File: config.mk
export PLATFORM = sky130hd
export DESIGN_NAME = hilo_muldiv_unit_flat
export DESIGN_NICKNAME = d
export VERILOG_FILES = /design/src/rtl/muldiv_pkg.sv /design/src/rtl/hilo_muldiv_unit_if.sv /design/src/rtl/muldiv_datapath.sv /design/src/rtl/hilo_muldiv_unit.sv /design/src/flat_wrapper.sv
export SDC_FILE = /design/constraint.sdc
export NUM_CORES = 1
export LEC_CHECK = 0
export CORE_UTILIZATION = 45
export CTS_BUF_LIST = sky130_fd_sc_hd__clkbuf_16
export CTS_CLUSTER_DIAMETER = 50
export DETAILED_ROUTE_END_ITERATION = 8
export GPL_ROUTABILITY_DRIVEN = 0
export PLACE_DENSITY = 0.69
export SLEW_MARGIN = 20
export SYNTH_ARGS = -nofsm -noshare
export SYNTH_HDL_FRONTEND = slang
export SYNTH_SLANG_ARGS = --single-unit
File: constraint.sdc
create_clock -name Clk -period 3.8 [get_ports Clk]
set_input_delay 1.14 -clock Clk [delete_from_list [all_inputs] [get_ports Clk]]
set_output_delay 1.14 -clock Clk [all_outputs]
set_load 0.01 [all_outputs]
File: src/rtl/muldiv_pkg.sv
// Shared encodings for the HI/LO multiply/divide unit: op codes, FSM states
// and default widths.
package muldiv_pkg;

  localparam int WIDTH_DEF = 32;
  localparam int CNT_W_DEF = 6;

  typedef enum logic [2:0] {
    OP_MULT  = 3'd0,
    OP_MULTU = 3'd1,
    OP_DIV   = 3'd2,
    OP_DIVU  = 3'd3,
    OP_MTHI  = 3'd4,
    OP_MTLO  = 3'd5,
    OP_NOP6  = 3'd6,
    OP_NOP7  = 3'd7
  } op_e;

  localparam logic [1:0] S_IDLE = 2'd0;
  localparam logic [1:0] S_RUN  = 2'd1;
  localparam logic [1:0] S_FIX  = 2'd2;

endpackage

File: src/rtl/hilo_muldiv_unit_if.sv
// Request/result bundle between decode/control and the HI/LO multiply/divide unit.
interface hilo_muldiv_unit_if #(parameter int WIDTH = muldiv_pkg::WIDTH_DEF);
  logic             Start;
  logic [2:0]       Op;
  logic [WIDTH-1:0] RsData;
  logic [WIDTH-1:0] RtData;
  logic             Flush;
  logic             Busy;
  logic             Done;
  logic [WIDTH-1:0] Hi;
  logic [WIDTH-1:0] Lo;

  modport master (output Start, Op, RsData, RtData, Flush,
                  input  Busy, Done, Hi, Lo);
  modport slave  (input  Start, Op, RsData, RtData, Flush,
                  output Busy, Done, Hi, Lo);
endinterface

File: src/rtl/muldiv_datapath.sv
// Unsigned magnitude engine: radix-2 shift-add multiply and restoring divide,
// one bit per step, with the iteration counter.
module muldiv_datapath #(
  parameter int WIDTH = 32,
  parameter int CNT_W = 6
) (
  input  logic             clk,
  input  logic             rst_n,
  input  logic             load,
  input  logic             step,
  input  logic             is_div,
  input  logic [WIDTH-1:0] a_mag,
  input  logic [WIDTH-1:0] b_mag,
  output logic [WIDTH-1:0] hi_mag,
  output logic [WIDTH-1:0] quo,
  output logic             last
);

  // acc is one bit wider than the operands so partial sums/remainders never wrap.
  logic [WIDTH:0]   acc;
  logic [WIDTH-1:0] b_reg;
  logic [CNT_W-1:0] cnt;
  logic [WIDTH:0]   add_sum;
  logic [WIDTH:0]   shifted;
  logic [WIDTH:0]   sub_diff;
  logic             sub_ok;

  always_comb begin
    add_sum  = acc + {1'b0, b_reg};
    shifted  = {acc[WIDTH-1:0], quo[WIDTH-1]};
    sub_diff = shifted - {1'b0, b_reg};
    sub_ok   = (shifted >= {1'b0, b_reg});
  end

  assign hi_mag = acc[WIDTH-1:0];
  assign last   = (cnt == CNT_W'(WIDTH - 1));

  // NOTE: state registers use non-blocking assignments so every flop samples
  // the pre-edge values regardless of statement order.
  always_ff @(posedge clk) begin
    if (!rst_n) begin
      acc   <= '0;
      quo   <= '0;
      b_reg <= '0;
      cnt   <= '0;
    end else if (load) begin
      acc   <= '0;
      quo   <= a_mag;
      b_reg <= b_mag;
      cnt   <= '0;
    end else if (step) begin
      cnt <= cnt + 1'b1;
      if (is_div) begin
        acc <= sub_ok ? sub_diff : shifted;
        quo <= {quo[WIDTH-2:0], sub_ok};
      end else if (quo[0]) begin
        acc <= {1'b0, add_sum[WIDTH:1]};
        quo <= {add_sum[0], quo[WIDTH-1:1]};
      end else begin
        acc <= {1'b0, acc[WIDTH:1]};
        quo <= {acc[0], quo[WIDTH-1:1]};
      end
    end
  end

endmodule

File: src/rtl/hilo_muldiv_unit.sv
// HI/LO multiply/divide unit: control FSM, sign handling and the architectural
// HI/LO registers around the iterative magnitude datapath.
module hilo_muldiv_unit
  import muldiv_pkg::*;
#(
  parameter int WIDTH = WIDTH_DEF,
  parameter int CNT_W = CNT_W_DEF
) (
  input  logic               Clk,
  input  logic               Reset,
  hilo_muldiv_unit_if.slave  bus
);

  logic [1:0]         state;
  op_e                op_req;
  logic               signed_op;
  logic               load;
  logic               step;
  logic               last;
  logic [WIDTH-1:0]   a_mag;
  logic [WIDTH-1:0]   b_mag;
  logic [WIDTH-1:0]   hi_mag;
  logic [WIDTH-1:0]   quo;
  logic [2*WIDTH-1:0] prod;
  logic [WIDTH-1:0]   quot_fix;
  logic [WIDTH-1:0]   rem_fix;
  logic               is_div_r;
  logic               neg_res;
  logic               neg_rem;
  logic               div_zero;
  logic [WIDTH-1:0]   rs_raw;
  logic [WIDTH-1:0]   hi_r;
  logic [WIDTH-1:0]   lo_r;
  logic               done_r;

  assign op_req = op_e'(bus.Op);

  always_comb begin
    signed_op = (op_req == OP_MULT) || (op_req == OP_DIV);
    a_mag     = (signed_op && bus.RsData[WIDTH-1]) ? -bus.RsData : bus.RsData;
    b_mag     = (signed_op && bus.RtData[WIDTH-1]) ? -bus.RtData : bus.RtData;
    load      = (state == S_IDLE) && bus.Start && !bus.Op[2];
    step      = (state == S_RUN) && !bus.Flush;
    prod      = neg_res ? -{hi_mag, quo} : {hi_mag, quo};
    quot_fix  = neg_res ? -quo : quo;
    rem_fix   = neg_rem ? -hi_mag : hi_mag;
  end

  muldiv_datapath #(.WIDTH(WIDTH), .CNT_W(CNT_W)) u_datapath (
    .clk    (Clk),
    .rst_n  (Reset),
    .load   (load),
    .step   (step),
    .is_div (is_div_r),
    .a_mag  (a_mag),
    .b_mag  (b_mag),
    .hi_mag (hi_mag),
    .quo    (quo),
    .last   (last)
  );

  always_ff @(posedge Clk) begin
    if (!Reset) begin
      state    <= S_IDLE;
      done_r   <= 1'b0;
      hi_r     <= '0;
      lo_r     <= '0;
      is_div_r <= 1'b0;
      neg_res  <= 1'b0;
      neg_rem  <= 1'b0;
      div_zero <= 1'b0;
      rs_raw   <= '0;
    end else begin
      done_r <= 1'b0;
      case (state)
        S_IDLE: begin
          if (bus.Start) begin
            case (op_req)
              OP_MULT, OP_MULTU, OP_DIV, OP_DIVU: begin
                state    <= S_RUN;
                is_div_r <= bus.Op[1];
                neg_res  <= signed_op && (bus.RsData[WIDTH-1] ^ bus.RtData[WIDTH-1]);
                neg_rem  <= signed_op && bus.RsData[WIDTH-1];
                div_zero <= (bus.RtData == '0);
                rs_raw   <= bus.RsData;
              end
              OP_MTHI: hi_r <= bus.RsData;
              OP_MTLO: lo_r <= bus.RsData;
              default: ;
            endcase
          end
        end
        S_RUN: begin
          if (bus.Flush)  state <= S_IDLE;
          else if (last)  state <= S_FIX;
        end
        S_FIX: begin
          state <= S_IDLE;
          if (!bus.Flush) begin
            done_r <= 1'b1;
            if (!is_div_r) begin
              {hi_r, lo_r} <= prod;
            end else if (div_zero) begin
              // Divide by zero reports the raw dividend and an all-ones quotient.
              hi_r <= rs_raw;
              lo_r <= '1;
            end else begin
              hi_r <= rem_fix;
              lo_r <= quot_fix;
            end
          end
        end
        default: state <= S_IDLE;
      endcase
    end
  end

  assign bus.Busy = (state != S_IDLE);
  assign bus.Done = done_r;
  assign bus.Hi   = hi_r;
  assign bus.Lo   = lo_r;

endmodule
File: src/flat_wrapper.sv
// flat-port wrapper written by rule: the top's interface ports become plain ports
module hilo_muldiv_unit_flat import muldiv_pkg::*;
#(
  parameter int WIDTH = WIDTH_DEF,
  parameter int CNT_W = CNT_W_DEF
)
  (Clk, Reset, bus_Start, bus_Op, bus_RsData, bus_RtData, bus_Flush, bus_Busy, bus_Done, bus_Hi, bus_Lo);
  hilo_muldiv_unit_if #(.WIDTH(WIDTH)) bus_i ();
  input  logic Clk;
  input  logic Reset;
  input wire logic [$bits(bus_i.Start)-1:0] bus_Start;
  input wire logic [$bits(bus_i.Op)-1:0] bus_Op;
  input wire logic [$bits(bus_i.RsData)-1:0] bus_RsData;
  input wire logic [$bits(bus_i.RtData)-1:0] bus_RtData;
  input wire logic [$bits(bus_i.Flush)-1:0] bus_Flush;
  output wire logic [$bits(bus_i.Busy)-1:0] bus_Busy;
  output wire logic [$bits(bus_i.Done)-1:0] bus_Done;
  output wire logic [$bits(bus_i.Hi)-1:0] bus_Hi;
  output wire logic [$bits(bus_i.Lo)-1:0] bus_Lo;
  assign bus_i.Start = bus_Start;
  assign bus_i.Op = bus_Op;
  assign bus_i.RsData = bus_RsData;
  assign bus_i.RtData = bus_RtData;
  assign bus_i.Flush = bus_Flush;
  assign bus_Busy = bus_i.Busy;
  assign bus_Done = bus_i.Done;
  assign bus_Hi = bus_i.Hi;
  assign bus_Lo = bus_i.Lo;
  hilo_muldiv_unit #(.WIDTH(WIDTH), .CNT_W(CNT_W)) u_core (.Clk(Clk), .Reset(Reset), .bus(bus_i));
endmodule
## Yosys cells after proc, flatten, opt, wreduce, memory -nomap -nowiden

Cells that the tools add are included.

- Bits of input ports: 71
- Latch bits: 0
- Bits in writable memories: 0
- Memories: 0
- Register bits: 206
- Output and inout bits: 66
- Memory bits (read-only): 0

- Reduce and logical (&&, ||, !) cells: 22
- Shift operators: 0
- Muxes and demuxes: 30
- Bitwise logic cells: 2
- Order comparisons: 1
- $add $sub $neg: 8
- Equality and inequality tests: 14
- $mul: 0
- Divide/modulo/power cells: 0

Operators with widths:

| operator | number |
|---|---|
| $mux W32 | 19 |
| $neg A32 Y32 | 4 |
| $pmux W32 S2 | 2 |
| $mux W33 | 2 |
| $mux W64 | 1 |
| $neg A64 Y64 | 1 |
| $add A33 B32 Y33 | 1 |
| $ge A33 B32 Y1 | 1 |
| $sub A33 B32 Y33 | 1 |
| $logic_not A32 Y1 | 1 |
| $ne A2 B2 Y1 const B | 5 |
| $mux W2 | 4 |
| $reduce_and A4 Y1 | 2 |
| $add A6 B1 Y6 const B | 1 |
| $eq A3 B2 Y1 const B | 2 |
| $eq A3 B3 Y1 const B | 2 |
| $eq A6 B5 Y1 const B | 1 |
| $logic_and A1 B1 Y1 | 6 |
| $reduce_and A3 Y1 | 2 |
| $reduce_bool A2 Y1 | 3 |
| $pmux W2 S2 | 1 |
| $reduce_or A4 Y1 | 1 |
| $eq A3 B1 Y1 const B | 1 |
| $logic_not A3 Y1 | 1 |
| other kinds (11) | 12 |

## Longest topological paths before layout

- Depth after elaboration: 6
- Depth in mapped cells: 14

## Cells and area by module

Synthesis repeated with hierarchy kept, for this count alone.

- Cells, all modules: 2337
- Area total of the unflattened synthesis: 17458.0 um^2

Modules (own cells, without submodules):

| module | instances | cells each | area an instance (um^2) |
|---|---|---|---|
| muldiv_datapath | 1 | 1164 | 9112.5 |
| hilo_muldiv_unit | 1 | 1173 | 8345.5 |

## Least setup slack after synthesis

OpenSTA, ideal clock, no wires.

- Path type: input to register
- From: in bus_RsData[9]
- To: reg u_core.u_datapath.quo[30]
- Library setup time: 116 ps
- Slack: 209 ps
- Stages on the path: 9
- Arrival: 3474 ps
- Path through: clkbuf_2 or4_4 nor4_1 nand3_1 or4_1 nor3_1 a31oi_1 xor2_1 o211a_1

- Word-level cells in the longest chain between the ends: 3

RTL lines:

| item | RTL line | source |
|---|---|---|
| start: declaration | flat_wrapper.sv:13 | `input wire logic [$bits(bus_i.RsData)-1:0] bus_RsData;` |
| $neg A32 Y32 | hilo_muldiv_unit.sv:40 | `a_mag = (signed_op && bus.RsData[WIDTH-1]) ? -bus.RsData : bus.RsData;` |
| $mux W32 | hilo_muldiv_unit.sv:40 |  |
| $mux W32 | muldiv_datapath.sv:46 | `end else if (load) begin` |
| end signal: assignment | muldiv_datapath.sv:48 | `quo <= a_mag;` |
| end signal: assignment | muldiv_datapath.sv:55 | `quo <= {quo[WIDTH-2:0], sub_ok};` |
| end signal: assignment | muldiv_datapath.sv:58 | `quo <= {add_sum[0], quo[WIDTH-1:1]};` |
| end: declaration | muldiv_datapath.sv:15 | `output logic [WIDTH-1:0] quo,` |

No other way between the ends.
A chain may end at the register's enable or synchronous reset.

## Worst setup path in the final report

- From: reg u_core.u_datapath.b_reg[7]
- To: reg u_core.u_datapath.acc[27]

- Word-level cells in the longest chain between the ends: 3

RTL lines:

| item | RTL line | source |
|---|---|---|
| start: declaration | muldiv_datapath.sv:21 | `logic [WIDTH-1:0] b_reg;` |
| start signal: assignment | muldiv_datapath.sv:49 | `b_reg <= b_mag;` |
| $add A33 B32 Y33 (tied with other cells) | muldiv_datapath.sv:29 | `add_sum = acc + {1'b0, b_reg};` |
| $mux W32 or $mux W33 (tied branches) | muldiv_datapath.sv:56, muldiv_datapath.sv:54 |  |
| $mux W33 * | muldiv_datapath.sv:53 | `if (is_div) begin` |
| end signal: assignment | muldiv_datapath.sv:54 | `acc <= sub_ok ? sub_diff : shifted;` |
| end signal: assignment | muldiv_datapath.sv:57 | `acc <= {1'b0, add_sum[WIDTH:1]};` |
| end signal: assignment | muldiv_datapath.sv:60 | `acc <= {1'b0, acc[WIDTH:1]};` |
| end: declaration | muldiv_datapath.sv:20 | `logic [WIDTH:0] acc;` |

Mark *: on every way between the ends. The rest lies on a longest branch, timed or not.

==> impl_metrics.env <==
export IMPL_io_buffers=136
export IMPL_drt_vias_per_instance=6.38
export IMPL_skew_ns=0.0355
export IMPL_cts_tree="built"
export IMPL_hold_path_end="u_core.bus.Lo[13]"
export IMPL_worstReg2RegStart="u_core.u_datapath.b_reg[7]"
export IMPL_setup_tns_ns=0
export IMPL_end_kind="flip-flop"
export IMPL_syn_num_nets=2407
export IMPL_cts_sinks=206
export IMPL_yosysMostFrequentCell="nand2_1"
export IMPL_cts_inserted_buffers=34
export IMPL_initial_utilization_pct=45.8
export IMPL_route_detailed_wl_per_inst_um=21.3
export IMPL_rr_worst_depth=11
export IMPL_finalHoldViolCount=0
export IMPL_die_area_mm2=0.0381
export IMPL_setup_slack_ns=0.170
export IMPL_synth_ff_type="dfxtp_1"
export IMPL_timing_fmax_mhz=275
export IMPL_dieWidth_um=195
export IMPL_grt_pass1_vias=17300
export IMPL_period_share_pct=95.5
export IMPL_rsz0062_at_grt="no"
export IMPL_yosysWarnings=0
export IMPL_layout_nets=2531
export IMPL_power_density_mw_per_mm2=345
export IMPL_largest_reg_flops=33
export IMPL_cp_num_buf_inv=2
export IMPL_critical_path_top_delay_family="simple AND/OR/NAND/NOR gates"
export IMPL_htreeDepth=2
export IMPL_cp_required_ns=4.18
export IMPL_path_clk_slew_ns=0.06
export IMPL_synth_mux_area_share_pct=3.91
export IMPL_synthTopCellsByArea="dfxtp_1 (25%), nand2_1 (6.8%), xnor2_1 (5.5%)"
export IMPL_n_antenna_cell=0
export IMPL_synth_cells=2265
export IMPL_die_h_um=195
export IMPL_vias=18400
export IMPL_setup_viol=0
export IMPL_antenna_found_initial=0
export IMPL_drt_first_pass_iters=8
export IMPL_critPathLaunch="u_core.u_datapath.b_reg[7]"
export IMPL_synth_top_family_by_area="compound AO/OA/AOI/OAI gates"
export IMPL_power_leakage_nw=8.04
export IMPL_hold_buffers=0
export IMPL_clockBufferDepth=3
export IMPL_drtIter0Drc=2163
export IMPL_max_cap_violations=0
export IMPL_cts_resized_gates=0
export IMPL_dp_cells=2821
export IMPL_synth_cell_type_count=83
export IMPL_holdCritStartpoint="u_core.bus.Lo[13]"
export IMPL_synth_compound_area_share_pct=30.6
export IMPL_drive_gt1_share_pct=11.0
export IMPL_grt_pass1_wl_mm=95.7
export IMPL_synth_common_cells="nand2_1 (305), dfxtp_1 (206), a21oi_1 (178), clkbuf_1 (170), o21ai_0 (159)"
export IMPL_min_period_ns=3.63
export IMPL_synth_area_mm2=0.0168
export IMPL_r2r_end="u_core.u_datapath.acc[27]"
export IMPL_cts_setup_buffers=0
export IMPL_relSlewSlack_pct=38.2
export IMPL_p_total_mw=6.98
export IMPL_synth_top_cell_area_share_pct=24.6
export IMPL_cts_root_buf="clkbuf_16"
export IMPL_fp_row_count=70
export IMPL_clkLatencyLatePin_ns=0.53
export IMPL_rrSetupSlack_ns=0.17
export IMPL_seq_area_frac_synth_pct=24.6
export IMPL_yosys_register_bits=206
export IMPL_async_flop_share_pct=0
export IMPL_syn_avg_cell_area_um2=7.41
export IMPL_instances_no_fill=2879
export IMPL_grt_max_degree=83
export IMPL_drcViolationCount=0
export IMPL_outcome="finished clean"
export IMPL_cp_max_fo=11
export IMPL_syn2layout_area_growth_pct=20.6
export IMPL_hp_class="reg -> reg"
export IMPL_synth_edf_count=0
export IMPL_synth_xor_area_share_pct=9.24
export IMPL_path_class="reg -> reg"
export IMPL_final_max_slew_viol_count=0
export IMPL_top_register="u_core.u_datapath.acc"
export IMPL_crit_path_max_incr_delay_ns=0.60
export IMPL_synth_fa_ha_area_share_pct=5.38
export IMPL_pre_cts_slack_ns=-0.209
export IMPL_vdd_drop_max_v=0.000299
export IMPL_dpl_hpwl_mm=45.3
export IMPL_path_cells="inv_1 > ha_1 > and4_1 > nand2_1 > or4_1 > o211a_1 > and2_1 > buf_4 > a311o_1 > a221oi_1 > nor2_1"
export IMPL_tightest_slew_ns=0.923
export IMPL_slowest_stage="or4_1"
export IMPL_io_pins=137
export IMPL_grtUsageTotal_pct=31.3
export IMPL_crit_path_start_kind="flip-flop"
export IMPL_synthSimpleGateAreaFrac_pct=20.6
export IMPL_synth_top_area_cell="dfxtp_1"
export IMPL_crit_arrival_ns=4.01
export IMPL_final_antenna_net_count=0
export IMPL_holdPathStages=2
export IMPL_wl_mm=61.3
export IMPL_fp_coreArea_mm2=0.0366
export IMPL_grt_ovfl_total=0
## how the worst max path moves through the flow
stage | end | slack, ns | cells after the start
final | u_core.u_datapath.acc[27] | 0.17 | 11
after global routing | u_core.u_datapath.acc[28] | 0.08 | 11
after CTS | u_core.u_datapath.acc[27] | 0.23 | 11
after detailed placement | u_core.u_datapath.quo[30] | -0.21 | 11
after global placement | u_core.u_datapath.quo[30] | -0.22 | 11
after floorplan | u_core.u_datapath.quo[30] | 0.21 | 9
## logic make-up (layout without fill, tap and decap cells)
| group | after synthesis | in the layout |
|---|---|---|
| flops | 206 | 206 |
| mux | 64 | 64 |
| simple gates | 731 | 731 |
| fa+ha+maj | 71 | 71 |
| compound gates | 765 | 765 |
| buf+inv | 251 | 397 |
| xor+xnor | 177 | 177 |
## worst reg2reg max path: stages (launching register included)
cell      delay, ns
dfxtp_1        0.39
inv_1          0.09
ha_1           0.38
and4_1         0.27
nand2_1        0.08
or4_1          0.60
o211a_1        0.31
and2_1         0.37
buf_4          0.30
a311o_1        0.36
a221oi_1       0.26
nor2_1         0.09
## where the power goes
group	internal [mW]	leakage, nW	switching (mW)
logic	0.661	5.84	0.979
registers	2.25	1.68	0.114
clock network	1.79	0.519	1.18
total	4.71	8.04	2.27
## metal layers
layer | vias to the layer above | routed length [um] | GRT usage, %
met1 | 8572 | 25700 | 41.8
li1 | 8541 | - | -
met4 | 0 | 2920 | 14.1
met3 | 191 | 6620 | 6.53
met5 | - | 0 | 0
met2 | 1065 | 26100 | 48.2
## cells in the final DEF, fill, tap and decap left out, types with 29 or more instances in the layout
cell | Yosys | final
nand3_1 | 46 | 46
a211oi_1 | 31 | 31
mux2i_1 | 52 | 52
buf_4 | 2 | 144
clkbuf_16 | 0 | 36
dfxtp_1 | 206 | 203
a21o_1 | 33 | 33
ha_1 | 69 | 69
nand2_1 | 305 | 305
xnor2_1 | 106 | 106
o21ai_0 | 159 | 159
nor2_1 | 143 | 142
a31oi_1 | 38 | 38
o31ai_1 | 29 | 29
inv_1 | 56 | 60
clkdlybuf4s50_1 | 0 | 135
a21oi_1 | 178 | 177
xor2_1 | 71 | 71
nor3_1 | 50 | 50
o211ai_1 | 31 | 31
a21boi_0 | 59 | 59
## through the flow
stage / instance area, um2 / util, % / hold slack (ns)
finish: 20200 / 55.3 / 0.461
global route: 20200 / 55.3 / 0.484
CTS: 20200 / 55.2 / 0.464
detailed placement: 19200 / 52.3 / 0.457
global placement: 19200 / 52.3 / 0.448
floorplan: 16800 / - / 0.440
## cell type report
cell class              instances  area [um2]
inverters                      56         210
multi-input cells            1808       11700
repair buffers                283        2510
well taps                     468         586
flip-flops and latches        206        4130
clock inverters                22         166
fillers                      3456       16400
clock buffers                  36         901
Power figures use the tool's default switching activity.
